**src/rtl/cdru_req_stage.sv**
```systemverilog
// Request holding stage in front of the conflict detection read unit.
// Holds one request per client (i, d, c) and boosts starved d/c requests.

module cdru_hold_slot #(
    parameter int AW = 15
) (
    input  logic          clk,
    input  logic          rst,
    input  logic          req_valid_i,
    input  logic [AW-1:0] req_addr_i,
    input  logic          pop_i,
    output logic          req_ready_o,
    output logic          hold_v_o,
    output logic [AW-1:0] hold_a_o
);
    logic          hold_v_q, hold_v_d;
    logic [AW-1:0] hold_a_q, hold_a_d;
    logic          acc;

    // Ready may follow the same-cycle grant so a pop and accept replace the entry.
    assign req_ready_o = ~hold_v_q | pop_i;
    assign acc         = req_valid_i & req_ready_o;

    always_comb begin
        hold_v_d = hold_v_q;
        hold_a_d = hold_a_q;
        if (acc) begin
            hold_v_d = 1'b1;
            hold_a_d = req_addr_i;
        end else if (pop_i) begin
            hold_v_d = 1'b0;
        end
    end

    always_ff @(posedge clk or posedge rst) begin
        if (rst) begin
            hold_v_q <= 1'b0;
            hold_a_q <= '0;
        end else begin
            hold_v_q <= hold_v_d;
            hold_a_q <= hold_a_d;
        end
    end

    assign hold_v_o = hold_v_q;
    assign hold_a_o = hold_a_q;
endmodule

module cdru_req_stage #(
    parameter int BANKBITS = 5,
    parameter int WORDBITS = 10,
    parameter int STARVE   = 4
) (
    input  logic                         clk,
    input  logic                         rst,
    input  logic                         i_req_valid,
    input  logic                         d_req_valid,
    input  logic                         c_req_valid,
    input  logic [BANKBITS+WORDBITS-1:0] i_req_addr,
    input  logic [BANKBITS+WORDBITS-1:0] d_req_addr,
    input  logic [BANKBITS+WORDBITS-1:0] c_req_addr,
    output logic                         i_req_ready,
    output logic                         d_req_ready,
    output logic                         c_req_ready,
    output logic                         i_en,
    output logic                         d_en,
    output logic                         c_en,
    output logic [BANKBITS+WORDBITS-1:0] i_addr,
    output logic [BANKBITS+WORDBITS-1:0] d_addr,
    output logic [BANKBITS+WORDBITS-1:0] c_addr,
    input  logic                         i_grnt,
    input  logic                         d_grnt,
    input  logic                         c_grnt,
    output logic                         busy
);
    localparam int AW   = BANKBITS + WORDBITS;
    localparam int AGEW = $clog2(STARVE + 1);

    logic          hv_i, hv_d, hv_c;
    logic [AW-1:0] ha_i, ha_d, ha_c;
    logic          pop_i, pop_d, pop_c;
    logic [AGEW-1:0] dage_q, dage_d, cage_q, cage_d;
    logic          boost_d, boost_c;

    function automatic logic same_bk(input logic [AW-1:0] a, input logic [AW-1:0] b);
        return a[WORDBITS +: BANKBITS] == b[WORDBITS +: BANKBITS];
    endfunction

    // Saturating count of held-but-not-granted cycles; any pop or empty hold clears it.
    function automatic logic [AGEW-1:0] age_nxt(input logic v, input logic p,
                                                input logic [AGEW-1:0] a);
        if (v && !p) return (a == AGEW'(STARVE)) ? a : a + 1'b1;
        return '0;
    endfunction

    assign pop_i = i_en & i_grnt;
    assign pop_d = d_en & d_grnt;
    assign pop_c = c_en & c_grnt;

    cdru_hold_slot #(.AW(AW)) u_i (
        .clk(clk), .rst(rst), .req_valid_i(i_req_valid), .req_addr_i(i_req_addr),
        .pop_i(pop_i), .req_ready_o(i_req_ready), .hold_v_o(hv_i), .hold_a_o(ha_i));
    cdru_hold_slot #(.AW(AW)) u_d (
        .clk(clk), .rst(rst), .req_valid_i(d_req_valid), .req_addr_i(d_req_addr),
        .pop_i(pop_d), .req_ready_o(d_req_ready), .hold_v_o(hv_d), .hold_a_o(ha_d));
    cdru_hold_slot #(.AW(AW)) u_c (
        .clk(clk), .rst(rst), .req_valid_i(c_req_valid), .req_addr_i(c_req_addr),
        .pop_i(pop_c), .req_ready_o(c_req_ready), .hold_v_o(hv_c), .hold_a_o(ha_c));

    assign dage_d = age_nxt(hv_d, pop_d, dage_q);
    assign cage_d = age_nxt(hv_c, pop_c, cage_q);

    always_ff @(posedge clk or posedge rst) begin
        if (rst) begin
            dage_q <= '0;
            cage_q <= '0;
        end else begin
            dage_q <= dage_d;
            cage_q <= cage_d;
        end
    end

    assign boost_d = (dage_q == AGEW'(STARVE));
    assign boost_c = (cage_q == AGEW'(STARVE));

    // Only same-bank competitors of a boosted request are masked; c beats d on a tie.
    assign c_en = hv_c;
    assign d_en = hv_d & ~(boost_c & hv_c & same_bk(ha_d, ha_c));
    assign i_en = hv_i & ~(boost_d & d_en & same_bk(ha_i, ha_d))
                       & ~(boost_c & hv_c & same_bk(ha_i, ha_c));

    assign i_addr = ha_i;
    assign d_addr = ha_d;
    assign c_addr = ha_c;
    assign busy   = hv_i | hv_d | hv_c;
endmodule
```
**config.mk**
```make
export PLATFORM = sky130hd
export DESIGN_NAME = cdru_req_stage
export DESIGN_NICKNAME = d
export VERILOG_FILES = /design/src/rtl/cdru_req_stage.sv
export SDC_FILE = /design/constraint.sdc
export NUM_CORES = 1
export LEC_CHECK = 0
export BUFFER_PORTS_ARGS = -buffer_cell sky130_fd_sc_hd__buf_2
export CORE_MARGIN = 1
export CORE_UTILIZATION = 35
export CTS_CLUSTER_SIZE = 10
export DETAILED_ROUTE_END_ITERATION = 16
export GPL_ROUTABILITY_DRIVEN = 0
export PLACE_DENSITY_LB_ADDON = 0.1
export SETUP_SLACK_MARGIN = 0.4
export SYNTH_ARGS = -nofsm -noshare
export SYNTH_HDL_FRONTEND = slang
export SYNTH_SLANG_ARGS = --single-unit
```
**constraint.sdc**
```tcl
create_clock -name clk -period 3.3 [get_ports clk]
set_clock_uncertainty 0.2 [all_clocks]
set_input_delay 0.66 -clock clk [delete_from_list [all_inputs] [get_ports clk]]
set_output_delay 0.66 -clock clk [all_outputs]
set_load 0.05 [all_outputs]
```
## Yosys cells after proc, flatten, opt, wreduce, memory -nomap -nowiden

Index checks and enable logic that the tools add are counted.
W data, S select, Z words.

| word-level totals | value |
|---|---|
| flip-flop bits (word level) | 54 |
| input port bits | 53 |
| output and inout port bits | 52 |
| word-level logic and storage cells | 63 |

| operators by class | value |
|---|---|
| $add $sub $neg | 2 |
| eq/ne operators | 7 |
| muxes and demuxes | 14 |
| bitwise logic cells | 25 |
| reductions and logical operators | 7 |

Operators with widths:

| cell | count |
|---|---|
| $mux W3 | 6 |
| $eq A5 B5 Y1 | 3 |
| $and A1 B1 Y1 | 14 |
| $mux W1 | 8 |
| $add A3 B1 Y3 const B | 2 |
| $eq A3 B3 Y1 const B | 2 |
| $ne A3 B3 Y1 const B | 2 |
| $not A1 Y1 | 6 |
| $reduce_bool A2 Y1 | 3 |
| $or A1 B1 Y1 | 5 |
| $logic_and A1 B1 Y1 | 2 |
| $logic_not A1 Y1 | 2 |

## Longest topological paths before layout

Gate-level depths: netlist of the first run.

| logic depth | value |
|---|---|
| depth after elaboration | 14 |
| gate-level depth with buffers | 9 |
| depth with buffers taken out | 7 |

## By module

Synthesis of the first run repeated with hierarchy kept, for this count alone.

| unflattened totals | value |
|---|---|
| cell total of the unflattened synthesis | 175 |
| area, all modules | 2568.7 um2 |

Modules (own cells, without submodules):

| module | times used | cells each | area an instance (um2) | seq. area each (um2) |
|---|---|---|---|---|
| cdru_hold_slot | 3 | 36 | 663.1 | 400.4 |
| cdru_req_stage | 1 | 67 | 579.3 | 150.1 |

## Worst setup path before layout of the first run

Ideal clock, no wire load.

| path | value |
|---|---|
| kind | register -> output |
| start | register u_i.hold_a_q[12] (netlist: u_i.hold_a_o[12]) |
| end | output port i_req_ready |
| data arrival time | 2.326 ns |
| data required time | 2.440 ns |
| path slack | 0.114 ns |
| cell stages (with the launch flop) | 6 |
| path buffers | 1 |
| path through | dfrtp_1 -> xor2_1 -> or4_1 -> or4_1 -> buf_6 -> a31o_2 |

| between the ends | value |
|---|---|
| word-level cells in the longest chain between the ends | 7 |
| elaborated cells on any way between the ends | 10 |
| classes of those cells | 2 x eq/ne; 8 x bitwise |

Ends and longest elaborated chain:

| element | line | RTL |
|---|---|---|
| start: declaration | 17 | `logic [AW-1:0] hold_a_q, hold_a_d;` |
| start signal: assignment | 41 | `hold_a_q <= hold_a_d;` |
| $eq A5 B5 Y1 | 86 | `return a[WORDBITS +: BANKBITS] == b[WORDBITS +: BANKBITS];` |
| $and A1 B1 Y1 | 129 | `assign i_en = hv_i & ~(boost_d & d_en & same_bk(ha_i, ha_d))` |
| $not A1 Y1 | 129 |  |
| $and A1 B1 Y1 | 129 |  |
| $and A1 B1 Y1 * | 130 | `& ~(boost_c & hv_c & same_bk(ha_i, ha_c));` |
| $and A1 B1 Y1 * | 96 | `assign pop_i = i_en & i_grnt;` |
| $or A1 B1 Y1 * | 21 | `assign req_ready_o = ~hold_v_q \| pop_i;` |
| end: declaration | 62 | `output logic i_req_ready,` |

Every way passes the cells marked *; elsewhere a longest branch is shown, timed or not.

## Worst setup path in the final report of the first run

| path | value |
|---|---|
| start | register u_i.hold_a_q[14] (netlist: u_i.hold_a_o[14]) |
| end | output port i_req_ready |

Same word-level chain as after synthesis.

==> results.sh, run 1 <==
export IMPL_cp_end_kind="output pin"
export IMPL_tightest_slew_ps=958
export IMPL_syn2layout_area_growth_pct=31.3
export IMPL_dp_hpwl_mm=4.70
export IMPL_cts_root_buf="clkbuf_8"
export IMPL_rsz0062_at_grt="true"
export IMPL_worstPathMaxFanout=3
export IMPL_pin_count=105
export IMPL_ys_warn_count=0
export IMPL_port_buffers=104
export IMPL_finalHoldViolCount=0
export IMPL_htree_levels=2
export IMPL_startpoint_type="flop"
export IMPL_clkLatencyLatePin_ps=310
export IMPL_die_x_um=89.5
export IMPL_core_um2=7330
export IMPL_cts_made_buffers=5
export IMPL_fin_nets=404
export IMPL_initial_core_util_pct=36.6
export IMPL_vias=2224
export IMPL_synth_edf_count=0
export IMPL_cts_tree="built"
export IMPL_dieArea_um2=8020
export IMPL_synth_top_area_share_pct=50.4
export IMPL_setup_tns_final_ps=0
export IMPL_final_cell_mix="101 x buf_2, 46 x dfrtp_1, 30 x mux2_2, 25 x nand2_1, 19 x nand3_1"
export IMPL_cap_violations=0
export IMPL_hp_class="reg2reg"
export IMPL_ant_nets=0
export IMPL_route_detailed_drc=0
export IMPL_critPathRequiredTime_ps=2440
export IMPL_die_y_um=89.5
export IMPL_syn_area_per_cell_um2=11.5
export IMPL_drt_first_pass_iters=4
export IMPL_criticalPathCategory="reg2out"
export IMPL_cellPowerDensity_nw_per_um2=574
export IMPL_drive_gt1_share_pct=52.3
export IMPL_syn_inst=234
export IMPL_antenna_found_initial=0
export IMPL_post_place_ws_ps=352
export IMPL_grt_max_degree=46
export IMPL_routed_via_density=4.98
export IMPL_clk_pin_slew_ps=90
export IMPL_detail_route_wl_per_cell_um=14.9
export IMPL_diodes=0
export IMPL_yosys_top_cells_area="dfrtp_1 50%, mux2_2 13%, o211ai_2 4.7%"
export IMPL_arrival_ps=2310
export IMPL_multi_input_area_um2=1260
export IMPL_min_period_ps=3170
export IMPL_cts_sinks=54
export IMPL_syn_area_um2=2680
export IMPL_async_flop_share_pct=100
export IMPL_syn_nets=291
export IMPL_fin_cells=447
export IMPL_clock_path_buffers=2
export IMPL_p_leak_nw=1.64
export IMPL_synth_cell_types=34
export IMPL_num_rows=31
export IMPL_track_usage_pct=17.0
export IMPL_place_inst=432
export IMPL_drt_iter0_drc=123
export IMPL_period_share_pct=96.1
export IMPL_grt_overflow=0
export IMPL_ys_seq_area_share_pct=50.4
export IMPL_vdd_drop_max_v=0.000237
export IMPL_synth_seq_cells=54
export IMPL_cts_hold_buf=0
export IMPL_ys_flop_type="dfrtp_1"
export IMPL_finalWorstSetupSlack_ps=130
export IMPL_maxSlewViolCount=0
export IMPL_outcome="finished clean"
export IMPL_max_freq_mhz=315
export IMPL_grt_pass1_wl_mm=10.1
export IMPL_num_fill_cells=683
export IMPL_grt_pass1_vias=2028
export IMPL_totalWireLength_mm=6.66
export IMPL_setup_viol=0
export IMPL_final_common_cell="buf_2"
export IMPL_slew_headroom_pct=36.0
export IMPL_register_area_um2=1360
export IMPL_yosysTopAreaCell="dfrtp_1"
registers in the layout (all words and copies together) (netlist names):
name / count
dage_q: 3
u_c.hold_v_o: 1
u_i.hold_a_o: 15
u_i.hold_v_o: 1
u_c.hold_a_o: 15
cage_q: 3
u_d.hold_v_o: 1
u_d.hold_a_o: 15
what timing repair did:
item | in CTS | in global routing
setup buffers | 5 | 2
resized for setup | 6 | 3
cloned | 0 | 0
pin swaps | 0 | 1
endpoints found under the setup margin | 3 | 4
final cells by class:
class	instances	area share, %
tap	99	3.52
clock inverter	3	1.28
clock buffer	5	1.95
sequential	54	38.6
multi-input combinational	162	35.9
timing repair buffer	117	18.0
inverter	7	0.746
synth_stat cells (2+ instances only):
cell / instances
a21oi_1: 2
a22oi_1: 15
buf_2: 2
clkbuf_1: 7
dfrtp_1: 54
ha_1: 4
inv_1: 7
mux2_2: 30
nand2_1: 25
nand2b_1: 5
nand3_1: 19
nor2_1: 10
nor3_1: 2
nor4_1: 2
o211ai_1: 5
o211ai_2: 10
or4_1: 3
xnor2_1: 8
xor2_1: 9
critical path: stages (launching register included):
cell and delay (ps):
dfrtp_2 440, xor2_2 190, or4_4 520, or4_4 450, a31o_4 230, buf_4 180
through the flow:
stage                     total power, mW  hold WS, ps  area (µm²)  utilization (%)
after floorplan                      1.38          336        2710                -
after global placement               1.56          284        3330             45.4
after detailed placement             1.56          291        3330             45.4
after CTS                            2.04          315        3490             47.7
after global routing                 2.13          335        3520             48.1
final                                2.02          308        3520             48.1
metal layers:
metal	vias to the layer above	routed length (µm)	part of all wire [%]	track usage (%)
met2	85	3020	45	26.5
li1	1061	-	-	-
met5	-	0	0	0
met1	1074	3200	48	23.5
met3	4	387	5.8	4.43
met4	0	46	0.69	4.33
final timing paths:
kind / from / endpoint / slack, ps / cells after the start
max: u_i.hold_a_o[14] / i_req_ready / 130 / 5
min: u_c.hold_a_o[6] / u_c.hold_a_o[6] / 310 / 1
max reg2reg: u_i.hold_a_o[14] / u_i.hold_a_o[11] / 700 / 6
min reg2reg: u_c.hold_a_o[6] / u_c.hold_a_o[6] / 310 / 1
max in group asynchronous: rst / u_i.hold_a_o[9] / 1830 / 3
min in group asynchronous: rst / u_c.hold_a_o[4] / 360 / 2
report_power, final:
part           internal [mW]  switching, mW  total (mW)
sequential             0.753         0.0776       0.831
clock                  0.226          0.224       0.450
combinational          0.235          0.508       0.742
total                   1.21          0.809        2.02
logic make-up (layout without fill, tap and decap cells):
| logic type | Yosys count | count (layout) | share of synthesized area, % |
|---|---|---|---|
| adders and majority gates | 4 | 4 | 1.87 |
| and+or+nand+nor | 72 | 72 | 12.9 |
| buffers and inverters | 18 | 132 | 3.50 |
| xor gates and xnor gates | 17 | 17 | 5.55 |
| muxes | 30 | 30 | 12.6 |
| AOI/OAI and AO/OA | 39 | 39 | 13.2 |
| DFF | 54 | 54 | 50.4 |
No activity file was read; power rests on OpenSTA's default activity.
==> run 2, diff against run 1 <==
- RECOVER_POWER: default -> 100
==> run 2 against run 1 <==
The run now ends with max-capacitance violations, max-slew violations left. Critical endpoint unchanged. Register-to-register slack worse by 330 ps. Sequential share of layout area rose by 1.0 points. Highest routed layer unchanged. Count of clock-buffer cells in the layout unchanged. Final area is 2.6% lower. Worst hold slack gained 4.6 ps. Largest power group unchanged. Critical path depth is the same. Wire length decreased by 0.15%.
==> results.sh, run 2 (synthesis results as in run 1) <==
export IMPL_outcome="finished with violations"
export IMPL_violations="max-capacitance violations, max-slew violations"
export IMPL_num_rows=31
export IMPL_antenna_found_initial=0
export IMPL_cts_made_buffers=5
export IMPL_hold_worst_slack_ps=312
export IMPL_core_um2=7330
export IMPL_grt_pass1_wl_mm=10.1
export IMPL_cts_sinks=54
export IMPL_routed_via_density=5.00
export IMPL_num_fill_cells=717
export IMPL_port_buffers=104
export IMPL_initial_core_util_pct=36.6
export IMPL_grt_max_degree=46
export IMPL_slew_headroom_pct=-14.6
export IMPL_clock_path_buffers=2
export IMPL_clkLatencyLatePin_ps=310
export IMPL_ant_nets=0
export IMPL_post_place_ws_ps=352
export IMPL_period_share_pct=96.6
export IMPL_fin_util_pct=46.8
export IMPL_dieArea_um2=8020
export IMPL_drive_gt1_share_pct=36.5
export IMPL_startpoint_type="flop"
export IMPL_vdd_drop_max_v=0.000234
export IMPL_pin_count=105
export IMPL_maxSlewViolCount=46
export IMPL_diodes=0
export IMPL_worstPathMaxFanout=3
export IMPL_criticalPathCategory="reg2out"
export IMPL_dp_hpwl_mm=4.70
export IMPL_finalHoldViolCount=0
export IMPL_detail_route_wl_per_cell_um=14.9
export IMPL_cap_violations=1
export IMPL_track_usage_pct=17.0
export IMPL_min_period_ps=3190
export IMPL_die_x_um=89.5
export IMPL_tightest_slew_ps=1720
export IMPL_syn2layout_area_growth_pct=27.9
export IMPL_cp_end_kind="output pin"
export IMPL_setup_viol=0
export IMPL_cellPowerDensity_nw_per_um2=581
export IMPL_grt_pass1_vias=2028
export IMPL_cts_tree="built"
export IMPL_fin_nets=404
export IMPL_min_from="u_c.hold_a_o[6]"
export IMPL_hp_class="reg2reg"
export IMPL_finalWorstSetupSlack_ps=114
export IMPL_arrival_ps=2330
export IMPL_route_detailed_drc=0
export IMPL_drt_first_pass_iters=4
export IMPL_rsz0062_at_grt="true"
export IMPL_max_freq_mhz=314
export IMPL_critPathLaunch="u_i.hold_a_o[14]"
export IMPL_cts_root_buf="clkbuf_8"
export IMPL_r2r_start="u_i.hold_a_o[14]"
export IMPL_setup_tns_final_ps=0
export IMPL_vias=2236
export IMPL_htree_levels=2
export IMPL_drt_iter0_drc=148
export IMPL_cts_hold_buf=0
export IMPL_clk_pin_slew_ps=90
export IMPL_final_common_cell="clkbuf_1"
export IMPL_totalWireLength_mm=6.65
export IMPL_final_cell_mix="53 x clkbuf_1, 52 x buf_2, 46 x dfrtp_1, 30 x mux2_2, 25 x nand2_1"
export IMPL_die_y_um=89.5
export IMPL_critPathRequiredTime_ps=2440
export IMPL_grt_overflow=0
export IMPL_p_leak_nw=1.48
==> run 2: timing repair <==
action	in CTS	in global routing
pin swaps	0	1
gates resized for setup	6	3
gates cloned	0	0
endpoints found under the setup margin	3	4
buffers inserted	5	2
==> run 2: per-stage QoR <==
step	cells	total power, mW	instance area, µm²
5_1_grt	447	2.10	3430
4_1_cts	445	2.04	3490
3_3_place_gp	432	1.56	3330
3_5_place_dp	432	1.56	3330
2_1_floorplan	234	1.38	2710
6_report	447	1.99	3430
==> run 2: final timing paths <==
kind	endpoint	slack, ps	cells past startpoint
worst max-delay path	i_req_ready	110	5
worst min-delay path	u_c.hold_a_o[6]	310	1
worst max register to register	u_i.hold_a_o[11]	370	6
worst min register to register	u_c.hold_a_o[6]	310	1
max in group asynchronous	u_i.hold_a_o[9]	1060	3
min in group asynchronous	u_c.hold_a_o[4]	670	2
==> run 2: final cells by class <==
| type | count | area [µm²] | share of cell area [%] |
|---|---|---|---|
| clock buffers | 5 | 68.8 | 2.01 |
| clock inverters | 3 | 45.0 | 1.31 |
| inverters | 7 | 26.3 | 0.766 |
| multi-input cells | 162 | 1250 | 36.5 |
| flip-flops and latches | 54 | 1360 | 39.7 |
| well taps | 99 | 124 | 3.61 |
| repair buffers | 117 | 554 | 16.2 |
==> run 2: layer usage <==
layer / part of all wire [%] / vias up / track usage [%]
met3: 6.4 / 4 / 4.43
met2: 46 / 92 / 26.5
li1: - / 1063 / -
met4: 0.69 / 0 / 4.33
met1: 47 / 1077 / 23.5
met5: 0 / - / 0
==> run 2: critical path, cell delays in order (launching register included) <==
cell,delay [ps]
dfrtp_2,440
xor2_2,190
or4_4,520
or4_4,450
a31o_4,230
clkbuf_4,200
==> run 2: report_power, final <==
| group | total (mW) | switching [mW] | internal, mW |
|---|---|---|---|
| Combinational | 0.709 | 0.505 | 0.204 |
| Clock | 0.450 | 0.224 | 0.226 |
| Sequential | 0.834 | 0.0803 | 0.754 |
| Total | 1.99 | 0.810 | 1.18 |
==> run 3, diff against run 2 <==
- CORE_ASPECT_RATIO: default -> 1.1
==> run 3 against run 2 <==
Flip-flop and latch count unchanged. Maximum frequency increased by 0.17%. Combinational power is 2% lower. Setup slack improved by 5.4 ps. Highest routed layer unchanged. Final cell count down 2.5%. Sequential share of layout area rose by 0.44 points. The flow now finishes without violations. Clock power shrank 10%. Count of clock-buffer cells in the layout stayed put.
==> results.sh, run 3 (synthesis results as in run 1) <==
export IMPL_htree_levels=2
export IMPL_worstHoldPathCells=1
export IMPL_criticalPathCategory="reg2out"
export IMPL_routed_via_density=5.10
export IMPL_cellPowerDensity_nw_per_um2=570
export IMPL_use_met1_pct=21.5
export IMPL_vdd_drop_max_v=0.000277
export IMPL_setup_viol=0
export IMPL_final_cell_mix="53 x clkbuf_1, 52 x buf_2, 46 x dfrtp_1, 30 x mux2_2, 25 x nand2_1"
export IMPL_r2r_end="u_i.hold_a_o[7]"
export IMPL_clkLatencyLatePin_ps=320
export IMPL_worstPathMaxFanout=3
export IMPL_syn2layout_area_growth_pct=26.5
export IMPL_cts_tree="built"
export IMPL_final_common_cell="clkbuf_1"
export IMPL_fin_cells=436
export IMPL_fin_util_pct=45.7
export IMPL_place_inst=421
export IMPL_route_detailed_drc=0
export IMPL_clock_path_buffers=2
export IMPL_setup_tns_final_ps=0
export IMPL_initial_core_util_pct=36.1
export IMPL_cp_end_kind="output pin"
export IMPL_core_um2=7430
export IMPL_totalWireLength_mm=6.72
export IMPL_min_from="u_c.hold_a_o[8]"
export IMPL_clk_pin_slew_ps=110
export IMPL_r2r_slack_ps=610
export IMPL_dieArea_um2=8020
export IMPL_grt_pass1_vias=2269
export IMPL_die_x_um=85.5
export IMPL_finalHoldViolCount=0
export IMPL_port_buffers=104
export IMPL_cts_root_buf="clkbuf_8"
export IMPL_grt_pass1_wl_mm=11.0
export IMPL_cts_made_buffers=5
export IMPL_dp_hpwl_mm=4.78
export IMPL_top_usage_layer="met2"
export IMPL_gr_usage_met2_pct=30.5
export IMPL_maxSlewViolCount=0
export IMPL_hp_class="reg2reg"
export IMPL_track_usage_pct=17.7
export IMPL_drt_iter0_drc=123
export IMPL_r2r_start="u_i.hold_a_o[14]"
export IMPL_arrival_ps=2320
export IMPL_startpoint_type="flop"
export IMPL_slew_headroom_pct=7.93
export IMPL_outcome="finished clean"
export IMPL_power_total_mw=1.93
export IMPL_p_leak_nw=1.48
export IMPL_vias=2223
export IMPL_num_rows=33
export IMPL_drt_first_pass_iters=4
export IMPL_grt_overflow=0
export IMPL_antenna_found_initial=0
export IMPL_hold_end="u_c.hold_a_o[8]"
export IMPL_rsz0062_at_grt="true"
export IMPL_ant_nets=0
export IMPL_drive_gt1_share_pct=35.9
export IMPL_stdcell_area_um2=3390
export IMPL_pin_count=105
export IMPL_tightest_slew_ps=1380
export IMPL_detail_route_wl_per_cell_um=15.4
export IMPL_fin_nets=404
export IMPL_num_fill_cells=746
export IMPL_min_period_ps=3180
export IMPL_critPathRequiredTime_ps=2440
export IMPL_r2r_cells=7
export IMPL_placement_cell_area_um2=3320
export IMPL_cts_hold_buf=0
export IMPL_period_share_pct=96.4
export IMPL_cts_sinks=54
export IMPL_cap_violations=0
export IMPL_die_y_um=93.8
export IMPL_grt_max_degree=55
export IMPL_met3_usage_pct=4.22
export IMPL_max_freq_mhz=314
-- run 3: cell types whose count changed in the layout (fill, tap and decap cells not counted), sizes merged --
cell	previous run	this run
clkinvlp	2	0
inv	7	9
buf	62	61
bufinv	1	0
clkbuf	60	61
clkinv	0	1
diode	0	1
-- run 3: layer usage --
metal	vias to the layer above	routed length, µm
met5	-	0
met4	0	136
met3	7	382
met2	69	3240
met1	1081	2960
li1	1066	-
-- run 3: how the worst max path moves through the flow --
stage                                 from     endpoint  slack [ps]  cells after the start
after floorplan           u_d.hold_a_o[14]  i_req_ready         380                      5
after global placement    u_d.hold_a_o[14]  i_req_ready         390                      5
after detailed placement  u_d.hold_a_o[14]  i_req_ready         370                      5
after CTS                 u_d.hold_a_o[14]  i_req_ready         130                      5
after global routing      u_d.hold_a_o[14]  i_req_ready          40                      5
final                     u_d.hold_a_o[14]  i_req_ready         120                      5
-- run 3: what timing repair did --
action | in CTS | in global routing
setup endpoints to repair | 3 | 3
pin swaps | 1 | 0
buffers inserted | 5 | 1
resized for setup | 4 | 1
-- run 3: area by class of cell --
cell class | instances | area, µm² | area share (%)
flip-flops and latches | 54 | 1360 | 40.1
repair buffers | 117 | 548 | 16.2
diodes | 1 | 2.50 | 0.0737
well taps | 87 | 109 | 3.21
clock buffers | 5 | 68.8 | 2.03
multi-input cells | 162 | 1250 | 36.8
clock inverters | 3 | 28.8 | 0.848
inverters | 7 | 26.3 | 0.774
-- run 3: stage by stage --
stage | hold WS, ps | setup slack [ps]
global placement | 285 | 393
finish | 310 | 119
CTS | 314 | 125
global route | 334 | 44.6
detailed placement | 288 | 370
floorplan | 336 | 376
-- run 3: report_power, final --
group / switching, mW / leakage, nW / total, mW / internal (mW)
Clock: 0.244 / 0.0507 / 0.404 / 0.159
Combinational: 0.502 / 0.791 / 0.698 / 0.196
Sequential: 0.0789 / 0.638 / 0.832 / 0.753
-- run 3: worst max-delay path, stage by stage, from the launching register on --
cell	delay, ps
dfrtp_2	420
xor2_1	170
or4_1	530
or4_4	450
a31o_4	230
clkbuf_4	200
